===== src/rtl/setup_sweep_pkg.sv =====
// Shared types for the TSPC DFF setup-sweep sequencer: FSM states, result codes
// and the delay-line step size.
package setup_sweep_pkg;

    typedef enum logic [3:0] {
        IDLE,
        SETTLE,
        PRE_HI,
        PRE_LO,
        LAUNCH,
        MEAS,
        CHECK,
        RESTORE,
        DONE
    } state_t;

    typedef enum logic [1:0] {
        ST_OK_VIOLATION    = 2'd0,
        ST_NO_VIOLATION    = 2'd1,
        ST_FUNC_FAIL_FIRST = 2'd2,
        ST_TIMEOUT         = 2'd3
    } res_status_t;

    // Each delay_idx step adds this much clock lag on the board delay line.
    localparam int DELAY_STEP_PS = 10;

endpackage


===== src/rtl/sweep_tick_timer.sv =====
// Stimulus phase counter: load restarts a TICK_CYCLES-long phase, expire marks
// its last cycle.
module sweep_tick_timer #(
    parameter int TICK_CYCLES = 64
) (
    input  logic clk,
    input  logic rst_n,
    input  logic load,
    output logic expire
);

    localparam int CW = (TICK_CYCLES > 1) ? $clog2(TICK_CYCLES) : 1;
    localparam logic [CW-1:0] RELOAD = CW'(TICK_CYCLES - 1);

    logic [CW-1:0] cnt;

    always_ff @(posedge clk) begin
        if (!rst_n) begin
            cnt <= RELOAD;
        end else if (load) begin
            cnt <= RELOAD;
        end else if (cnt != '0) begin
            cnt <= cnt - 1'b1;
        end
    end

    assign expire = (cnt == '0);

endmodule


===== src/rtl/setup_sweep_seq.sv =====
// Setup-threshold sweep sequencer: steps the clock delay index down, launches a
// 0->1 data edge per point and finds the smallest index that still passes.
// Optional per-point log stream enabled by defining SETUP_SWEEP_LOG_EN.
module setup_sweep_seq
    import setup_sweep_pkg::*;
#(
    parameter int TICK_CYCLES  = 64,
    parameter int NB_DELAY     = 11,
    parameter int MEAS_W       = 16,
    parameter int PUSHOUT_PCT  = 10,
    parameter int MEAS_TIMEOUT = 1024,
    localparam int IW = (NB_DELAY > 1) ? $clog2(NB_DELAY) : 1
) (
    input  logic              clk,
    input  logic              rst_n,
    input  logic              start,
    output logic              busy,
    output logic              dut_clk,
    output logic              dut_din,
    output logic [IW-1:0]     delay_idx,
    input  logic              dut_dout,
    input  logic              meas_valid,
    output logic              meas_ready,
    input  logic [MEAS_W-1:0] meas_data,
    output logic              res_valid,
    output logic [IW-1:0]     res_setup_idx,
    output logic [MEAS_W-1:0] res_baseline,
    output logic [1:0]        res_status
`ifdef SETUP_SWEEP_LOG_EN
    ,
    output logic              log_valid,
    output logic [IW-1:0]     log_idx,
    output logic [MEAS_W-1:0] log_meas,
    output logic              log_pass,
    input  logic              log_ready
`endif
);

    localparam logic [IW-1:0] IDX_TOP = IW'(NB_DELAY - 1);
    localparam int PW = MEAS_W + 8;
    localparam int TW = (MEAS_TIMEOUT > 1) ? $clog2(MEAS_TIMEOUT) : 1;
    localparam logic [TW-1:0] WAIT_LAST = TW'(MEAS_TIMEOUT - 1);

    state_t            state;
    logic [IW-1:0]     idx;
    logic [IW-1:0]     last_pass;
    logic [MEAS_W-1:0] baseline;
    logic [MEAS_W-1:0] meas_q;
    logic              pt_fail;
    logic              pt_viol;
    logic [TW-1:0]     wait_cnt;

    logic              timed;
    logic              tick_load;
    logic              tick_expire;
    logic              handshake;
    logic              check_go;
    logic [PW-1:0]     meas_scaled;
    logic [PW-1:0]     limit_scaled;
    logic              viol_now;

    logic              chk_done;
    res_status_t       chk_status;
    logic [IW-1:0]     chk_idx;
    logic [MEAS_W-1:0] chk_base;

    // Untimed states hold the counter loaded, so every timed state starts fresh.
    assign timed     = state inside {SETTLE, PRE_HI, PRE_LO, LAUNCH, RESTORE};
    assign tick_load = !timed || tick_expire;

    sweep_tick_timer #(
        .TICK_CYCLES (TICK_CYCLES)
    ) u_tick (
        .clk    (clk),
        .rst_n  (rst_n),
        .load   (tick_load),
        .expire (tick_expire)
    );

    assign handshake = meas_valid && meas_ready;

    // Percent pushout test kept in integer form; PW bits hold both products.
    assign meas_scaled  = PW'(meas_data) * PW'(100);
    assign limit_scaled = PW'(baseline) * PW'(100 + PUSHOUT_PCT);
    assign viol_now     = (idx != IDX_TOP) && (meas_scaled > limit_scaled);

`ifdef SETUP_SWEEP_LOG_EN
    assign check_go = !log_valid || log_ready;
`else
    assign check_go = 1'b1;
`endif

    always_comb begin
        chk_done   = 1'b1;
        chk_status = ST_OK_VIOLATION;
        chk_idx    = last_pass;
        chk_base   = baseline;
        if (idx == IDX_TOP && pt_fail) begin
            chk_status = ST_FUNC_FAIL_FIRST;
            chk_idx    = IDX_TOP;
        end else if (!(pt_fail || pt_viol)) begin
            if (idx == '0) begin
                chk_status = ST_NO_VIOLATION;
                chk_idx    = '0;
                chk_base   = (idx == IDX_TOP) ? meas_q : baseline;
            end else begin
                chk_done = 1'b0;
            end
        end
    end

    always_ff @(posedge clk) begin
        if (!rst_n) begin
            state         <= IDLE;
            idx           <= IDX_TOP;
            last_pass     <= IDX_TOP;
            baseline      <= '0;
            meas_q        <= '0;
            pt_fail       <= 1'b0;
            pt_viol       <= 1'b0;
            wait_cnt      <= '0;
            busy          <= 1'b0;
            dut_clk       <= 1'b0;
            dut_din       <= 1'b0;
            delay_idx     <= IDX_TOP;
            meas_ready    <= 1'b0;
            res_valid     <= 1'b0;
            res_setup_idx <= '0;
            res_baseline  <= '0;
            res_status    <= '0;
`ifdef SETUP_SWEEP_LOG_EN
            log_valid     <= 1'b0;
            log_idx       <= '0;
            log_meas      <= '0;
            log_pass      <= 1'b0;
`endif
        end else begin
            res_valid <= 1'b0;
            case (state)
                IDLE: begin
                    if (start) begin
                        busy      <= 1'b1;
                        idx       <= IDX_TOP;
                        delay_idx <= IDX_TOP;
                        last_pass <= IDX_TOP;
                        baseline  <= '0;
                        dut_clk   <= 1'b0;
                        dut_din   <= 1'b0;
                        state     <= SETTLE;
                    end
                end
                SETTLE: begin
                    if (tick_expire) begin
                        dut_clk <= 1'b1;
                        state   <= PRE_HI;
                    end
                end
                PRE_HI: begin
                    if (tick_expire) begin
                        dut_clk <= 1'b0;
                        state   <= PRE_LO;
                    end
                end
                PRE_LO: begin
                    if (tick_expire) begin
                        dut_clk <= 1'b1;
                        dut_din <= 1'b1;
                        state   <= LAUNCH;
                    end
                end
                LAUNCH: begin
                    if (tick_expire) begin
                        meas_ready <= 1'b1;
                        wait_cnt   <= '0;
                        state      <= MEAS;
                    end
                end
                MEAS: begin
                    if (handshake) begin
                        meas_ready <= 1'b0;
                        meas_q     <= meas_data;
                        pt_fail    <= !dut_dout;
                        pt_viol    <= viol_now;
                        state      <= CHECK;
`ifdef SETUP_SWEEP_LOG_EN
                        log_valid  <= 1'b1;
                        log_idx    <= idx;
                        log_meas   <= meas_data;
                        log_pass   <= dut_dout && !viol_now;
`endif
                    end else if (wait_cnt == WAIT_LAST) begin
                        meas_ready    <= 1'b0;
                        dut_clk       <= 1'b0;
                        dut_din       <= 1'b0;
                        busy          <= 1'b0;
                        res_valid     <= 1'b1;
                        res_status    <= ST_TIMEOUT;
                        res_setup_idx <= last_pass;
                        res_baseline  <= baseline;
                        state         <= DONE;
                    end else begin
                        wait_cnt <= wait_cnt + 1'b1;
                    end
                end
                CHECK: begin
                    if (check_go) begin
`ifdef SETUP_SWEEP_LOG_EN
                        log_valid <= 1'b0;
`endif
                        dut_clk <= 1'b0;
                        dut_din <= 1'b0;
                        if (chk_done) begin
                            busy          <= 1'b0;
                            res_valid     <= 1'b1;
                            res_status    <= chk_status;
                            res_setup_idx <= chk_idx;
                            res_baseline  <= chk_base;
                            state         <= DONE;
                        end else begin
                            last_pass <= idx;
                            if (idx == IDX_TOP) begin
                                baseline <= meas_q;
                            end
                            state <= RESTORE;
                        end
                    end
                end
                RESTORE: begin
                    if (tick_expire) begin
                        idx       <= idx - 1'b1;
                        delay_idx <= idx - 1'b1;
                        state     <= SETTLE;
                    end
                end
                DONE: begin
                    state <= IDLE;
                end
                default: begin
                    state <= IDLE;
                end
            endcase
        end
    end

endmodule

===== config.mk =====
export PLATFORM = sky130hd
export DESIGN_NAME = setup_sweep_seq
export DESIGN_NICKNAME = d
export VERILOG_FILES = /design/src/rtl/setup_sweep_pkg.sv /design/src/rtl/sweep_tick_timer.sv /design/src/rtl/setup_sweep_seq.sv
export SDC_FILE = /design/constraint.sdc
export NUM_CORES = 1
export LEC_CHECK = 0
export ABC_AREA = 1
export BUFFER_PORTS_ARGS = -buffer_cell sky130_fd_sc_hd__buf_2
export CORE_ASPECT_RATIO = 0.5
export CORE_MARGIN = 1.5
export CORE_UTILIZATION = 40
export CTS_CLUSTER_DIAMETER = 150
export DETAILED_ROUTE_END_ITERATION = 10
export SLEW_MARGIN = 20
export SYNTH_ARGS = -nofsm -noshare
export SYNTH_HDL_FRONTEND = slang
export SYNTH_HIERARCHICAL = 1
export SYNTH_SLANG_ARGS = --single-unit

===== constraint.sdc =====
create_clock -name clk -period 4.3 [get_ports clk]
set_input_delay 0 -clock clk [delete_from_list [all_inputs] [get_ports clk]]
set_output_delay 0 -clock clk [all_outputs]
set_load 0.01 [all_outputs]

After elaboration in Yosys (flattened, before gate mapping)
Index checks and enable logic that the tools add are counted.
{"block": "word_totals", "reg_bits": 89, "in_bits": 21, "out_inout_bits": 31, "word_cells": 141}
{"block": "op_classes", "n_addsub": 3, "n_mul": 2, "order_cmp": 1, "eq_ne": 23, "n_mux": 63, "bitwise_logic": 1, "reduce_logical": 31}
{"op": "$mux 16", "count": 9}
{"op": "$mux 4", "count": 18}
{"op": "$pmux 16 s2", "count": 2}
{"op": "$pmux 4 s8", "count": 1}
{"op": "$mux 10", "count": 3}
{"op": "$pmux 4 s2", "count": 3}
{"op": "$gt 23x23->1", "count": 1}
{"op": "$mul 16x6->22 const B", "count": 1}
{"op": "$ne 2x2->1 const B", "count": 11}
{"op": "$mul 16x5->21 const B", "count": 1}
{"op": "$pmux 10 s2", "count": 1}
{"op": "$eq 4x3->1 const B", "count": 4}
{"op": "$mux 1", "count": 15}
{"op": "$add 10x1->10 const B", "count": 1}
{"op": "$eq 10x10->1 const B", "count": 1}
{"op": "$mux 2", "count": 5}
{"op": "$reduce_and 5->1", "count": 2}
{"op": "$reduce_bool 5->1", "count": 2}
{"op": "$reduce_and 3->1", "count": 3}
{"op": "$eq 4x2->1 const B", "count": 2}
{"op": "$logic_not 4->1", "count": 2}
{"op": "$reduce_and 4->1", "count": 2}
{"op": "$reduce_bool 2->1", "count": 4}
{"op": "$reduce_and 7->1", "count": 1}
{"op": "other kinds (23)", "count": 29}

Logic depth before layout (Yosys ltp)
{"block": "depth", "word_depth": 7, "mapped_depth": 27, "mapped_depth_nobuf": 27}

By module
Netlist, hierarchy kept.
{"module": "setup_sweep_seq", "instances": 1, "cells_per_inst": 1171, "area_per_inst_um2": 8298.0, "seq_area_each_um2": 1661.6}
{"module": "sweep_tick_timer", "instances": 1, "cells_per_inst": 48, "area_per_inst_um2": 332.8, "seq_area_each_um2": 120.1}

Worst setup path after synthesis
No wires, ideal clock.
{"block": "synth_path", "kind": "reg-to-reg", "from": "reg baseline[8]", "to": "reg pt_viol", "setup_time_ps": 132, "arrival_ps": 3865, "t_required_ps": 4168, "slack_ps": 303, "stages_incl_launch_ff": 26, "path_buffers": 0, "synth_period_minus_slack_ps": 3997, "cell_sequence": "dfxtp_1 fa_1 fa_1 inv_1 fa_1 inv_1 ha_1 nand2_1 nand2_1 o21bai_1 nand2_1 nand3_1 nand2_1 nand2_1 nand2_1 nand2_1 ha_1 nand2_1 nor2_1 nand2_1 inv_1 nand3b_1 nand2_1 inv_1 nand2_1 a21oi_1"}
{"block": "synth_between", "elab_chain_cells": 3}
{"item": "from (decl)", "line": "setup_sweep_seq.sv:47", "rtl": "logic [MEAS_W-1:0] baseline;"}
{"item": "from (signal assigned)", "line": "setup_sweep_seq.sv:222", "rtl": "baseline <= meas_q;"}
{"item": "$mul 16x6->22", "line": "setup_sweep_seq.sv:84", "rtl": "assign limit_scaled = PW'(baseline) * PW'(100 + PUSHOUT_PCT);"}
{"item": "$gt 23x23->1", "line": "setup_sweep_seq.sv:85", "rtl": "assign viol_now = (idx != IDX_TOP) && (meas_scaled > limit_scaled);"}
{"item": "$logic_and 1x1->1", "line": "setup_sweep_seq.sv:85"}
{"item": "to (signal assigned)", "line": "setup_sweep_seq.sv:183", "rtl": "pt_viol <= viol_now;"}
{"item": "to (decl)", "line": "setup_sweep_seq.sv:50", "rtl": "logic pt_viol;"}
Every way passes these cells.
A chain may end at the register's enable or synchronous reset.

Worst setup path in the final report
{"block": "layout_path", "from": "reg baseline[7]", "to": "reg pt_viol"}
Same word-level chain as after synthesis.

==> flow_summary.toml <==
[drt]
route.detailed.vias_per_inst = 4.96
vias = 7947
wire_per_inst_um = 13.7
drt.antenna.violating_nets = 0
routed_wirelength_um = 21900
first_iter_violations = 430
remaining_drc_errors = 0
firstDrtPassIters = 5

[synth]
post_synth_edffs = 0
synth.ff_latch_count = 89
syn_inst = 1219
yosys_most_used_dff = "sky130_fd_sc_hd__dfxtp_1"
yosys_warnings = 6
synth_largest_type_area_fraction_pct = 20.6
netlist_area_sq_um = 8630
proportion_of_synthesized_chip_area_in_sequential_cells_pct = 20.6
netlist_top_cells_count = "sky130_fd_sc_hd__inv_1 (230), sky130_fd_sc_hd__nand2_1 (227), sky130_fd_sc_hd__nor2_1 (135)"
yosysMostFrequentCell = "sky130_fd_sc_hd__inv_1"
postSynthAreaPerCell_sq_um = 7.08
async_reset_ff_share_pct = 0
synth.largest_area_cell = "sky130_fd_sc_hd__dfxtp_1"
synthTopCellsByArea = "sky130_fd_sc_hd__dfxtp_1 (21%), sky130_fd_sc_hd__ha_1 (18%), sky130_fd_sc_hd__fa_1 (12%)"
syn_nets = 1413
synth.distinct_cells = 36

[die]
starting_utilization_of_the_core_area_pct = 41.4
num_io_pins = 52
die-area_sq_um = 22500
overall_die_height_um = 107
row_count = 37
core_area_sq_um = 20800
die_w_um = 211

[status]
run_status = "complete, no violations"

[job]
max_cap_violations = 0

[layout]
instances_no_fill = 1603
finish.net_count = 1519
multiInputGateArea_sq_um = 6240
flow.area_growth_from_synthesis_pct = 20.5
insertedDiodeCount = 0
fillCellCount = 2060
share_of_post_route_cells_with_drive_strength_above_1_pct = 17.4
register_area_sq_um = 1810

[worst_setup_path]
critical_path_arrival_ps = 4430
timing.critical_path.required_ps = 4540
depth_of_the_most_critical_reg_to_reg_path = 23
timing.critical_path.fanout_max = 5
endpoint_kind = "register"
critPathKind = "reg -> reg"
critPathLaunchType = "register"

[clock_tree]
clk_transition_reported_paths_ps = 70
cts_tree = "built"
buffer_levels_on_the_longest_clock_path = 2
cts_inserted_buffers = 9
htreeDepth = 3
cts.sink_count = 89
ctsRootBufferMaster = "sky130_fd_sc_hd__clkbuf_16"
clkLatencyLatePin_ps = 360

[place]
numPortBuffers = 51
hpwlAfterDp_um = 17100
gp_routability_congestion = 0.893
place.detailed.instances = 1569

[timing]
slew_headroom_pct = 32.4
final.setup_skew_ps = 10.4
final_max_slew_viol_count = 0
finalHoldViolations = 0
grt_setup_unrepaired = "yes"
timing_worst_slew_pin_value_ps = 1010
setup_viol_count_final = 0
layout_min_cycle_time_ps = 4190
final.setup.tns_ps = 0
fmax_mhz = 239
post-route-period-util_pct = 97.5

[global_routing]
track_usage_pct = 20.3
grt_start_max_net_pins = 55
gr-total-overflow = 0
global_route_wire_length_before_repair_um = 36800
antenna_found_initial = 0
first_global_vias = 7684

[min_path]
hold_path.class = "in -> reg"
hold_depth = 3
-- critical path, cell delays in order (launching register included) --
cell and delay, ps:
sky130_fd_sc_hd__dfxtp_4 360, sky130_fd_sc_hd__buf_6 110, sky130_fd_sc_hd__fa_1 480, sky130_fd_sc_hd__fa_1 570
sky130_fd_sc_hd__inv_2 40, sky130_fd_sc_hd__fa_1 490, sky130_fd_sc_hd__inv_2 50, sky130_fd_sc_hd__ha_4 230
sky130_fd_sc_hd__nand2_2 70, sky130_fd_sc_hd__nand2_2 60, sky130_fd_sc_hd__o21bai_4 180, sky130_fd_sc_hd__nand2_2 100
sky130_fd_sc_hd__nand3_4 120, sky130_fd_sc_hd__buf_6 140, sky130_fd_sc_hd__xor2_2 170, sky130_fd_sc_hd__ha_1 320
sky130_fd_sc_hd__nand2_2 120, sky130_fd_sc_hd__a21oi_2 40, sky130_fd_sc_hd__nor2_1 110, sky130_fd_sc_hd__nand2_1 60
sky130_fd_sc_hd__nand2_1 80, sky130_fd_sc_hd__nand3_2 80, sky130_fd_sc_hd__nand2_2 80, sky130_fd_sc_hd__a21oi_2 50
-- layer usage --
layer	track usage, %	part of all wire (%)	vias to the layer above	routed length, um
met5	0	0	-	0
met4	5.05	1.7	0	378
met3	2.96	3.8	26	838
met2	33.8	46	148	10100
met1	27.7	48	3694	10600
li1	-	-	4079	-
-- through the flow --
stage / setup slack [ps] / hold WS [ps] / cell area, sq um / util [%]
finish: 108 / 13.8 / 10400 / 49.9
global route: -98.7 / 32.5 / 10400 / 49.9
CTS: 0.831 / 4.98 / 9950 / 47.8
detailed placement: -176 / 187 / 9490 / 45.5
global placement: -97.2 / 187 / 9490 / 45.5
floorplan: 303 / 90.0 / 8630 / -
-- cells by family after synthesis --
logic type                 share of synthesized area [%]
and+or+nand+nor                                     22.1
buffers and inverters                               11.9
AOI/OAI and AO/OA                                   12.7
adders and majority gates                           29.4
DFF                                                 20.6
xor gates and xnor gates                            3.25
-- cell usage in the layout (no fill, tap or decap), types with 3 or more instances in the layout --
cell type / n
sky130_fd_sc_hd__inv_1: 219
sky130_fd_sc_hd__nand2_1: 204
sky130_fd_sc_hd__nor2_1: 130
sky130_fd_sc_hd__ha_1: 106
sky130_fd_sc_hd__a21oi_1: 83
sky130_fd_sc_hd__dfxtp_1: 76
sky130_fd_sc_hd__o21ai_0: 53
sky130_fd_sc_hd__buf_4: 53
sky130_fd_sc_hd__nand3_1: 52
sky130_fd_sc_hd__buf_2: 51
sky130_fd_sc_hd__fa_1: 50
sky130_fd_sc_hd__xor2_1: 28
sky130_fd_sc_hd__nand2_2: 23
sky130_fd_sc_hd__inv_2: 20
sky130_fd_sc_hd__o21ai_1: 20
sky130_fd_sc_hd__a211oi_1: 16
sky130_fd_sc_hd__ha_4: 16
sky130_fd_sc_hd__dlygate4sd3_1: 14
sky130_fd_sc_hd__nand4_1: 11
sky130_fd_sc_hd__nand3b_1: 9
sky130_fd_sc_hd__a21oi_2: 9
sky130_fd_sc_hd__dfxtp_2: 9
sky130_fd_sc_hd__clkbuf_16: 9
sky130_fd_sc_hd__nor3_1: 6
sky130_fd_sc_hd__nor2_2: 6
sky130_fd_sc_hd__o21bai_1: 5
sky130_fd_sc_hd__o21a_1: 4
sky130_fd_sc_hd__nand2_4: 4
sky130_fd_sc_hd__nor2_4: 4
sky130_fd_sc_hd__dfxtp_4: 4
sky130_fd_sc_hd__xnor2_1: 3
sky130_fd_sc_hd__a21oi_4: 3
sky130_fd_sc_hd__o21ai_2: 3
sky130_fd_sc_hd__nand3_2: 3
-- layout make-up --
class                   instances  share of cell area, %
inverters                     241                   8.70
multi-input cells             864                   60.0
clock inverters                 5                  0.361
repair buffers                120                   7.84
clock buffers                  11                   2.43
well taps                     273                   3.28
flip-flops and latches         89                   17.4
-- final timing paths --
path | startpoint | to | slack, ps
worst max-delay path | baseline[7] | pt_viol | 110
worst min-delay path | meas_data[9] | meas_q[9] | 10
worst max register to register | baseline[7] | pt_viol | 110
worst min register to register | busy | busy | 460
-- flip-flops by register name, summed over array words and instances, names as in the netlist --
signal / count
baseline: 16
dut_clk: 1
wait_cnt: 10
last_pass: 4
idx: 4
meas_q: 16
pt_viol: 1
dut_din: 1
u_tick/cnt: 6
state: 4
pt_fail: 1
res_baseline: 16
res_setup_idx: 4
res_valid: 1
meas_ready: 1
res_status: 2
busy: 1
-- timing repair --
item	4_1_cts	5_1_grt
setup endpoints to repair	1	1
hold endpoints to repair	14	0
setup buffers	1	3
gates resized for setup	15	99
pin swaps	5	50
hold buffers	14	0
Power is left out: the tool's default activity adds up to more than one toggle a clock period on the data nets, which glitch-free logic cannot reach.
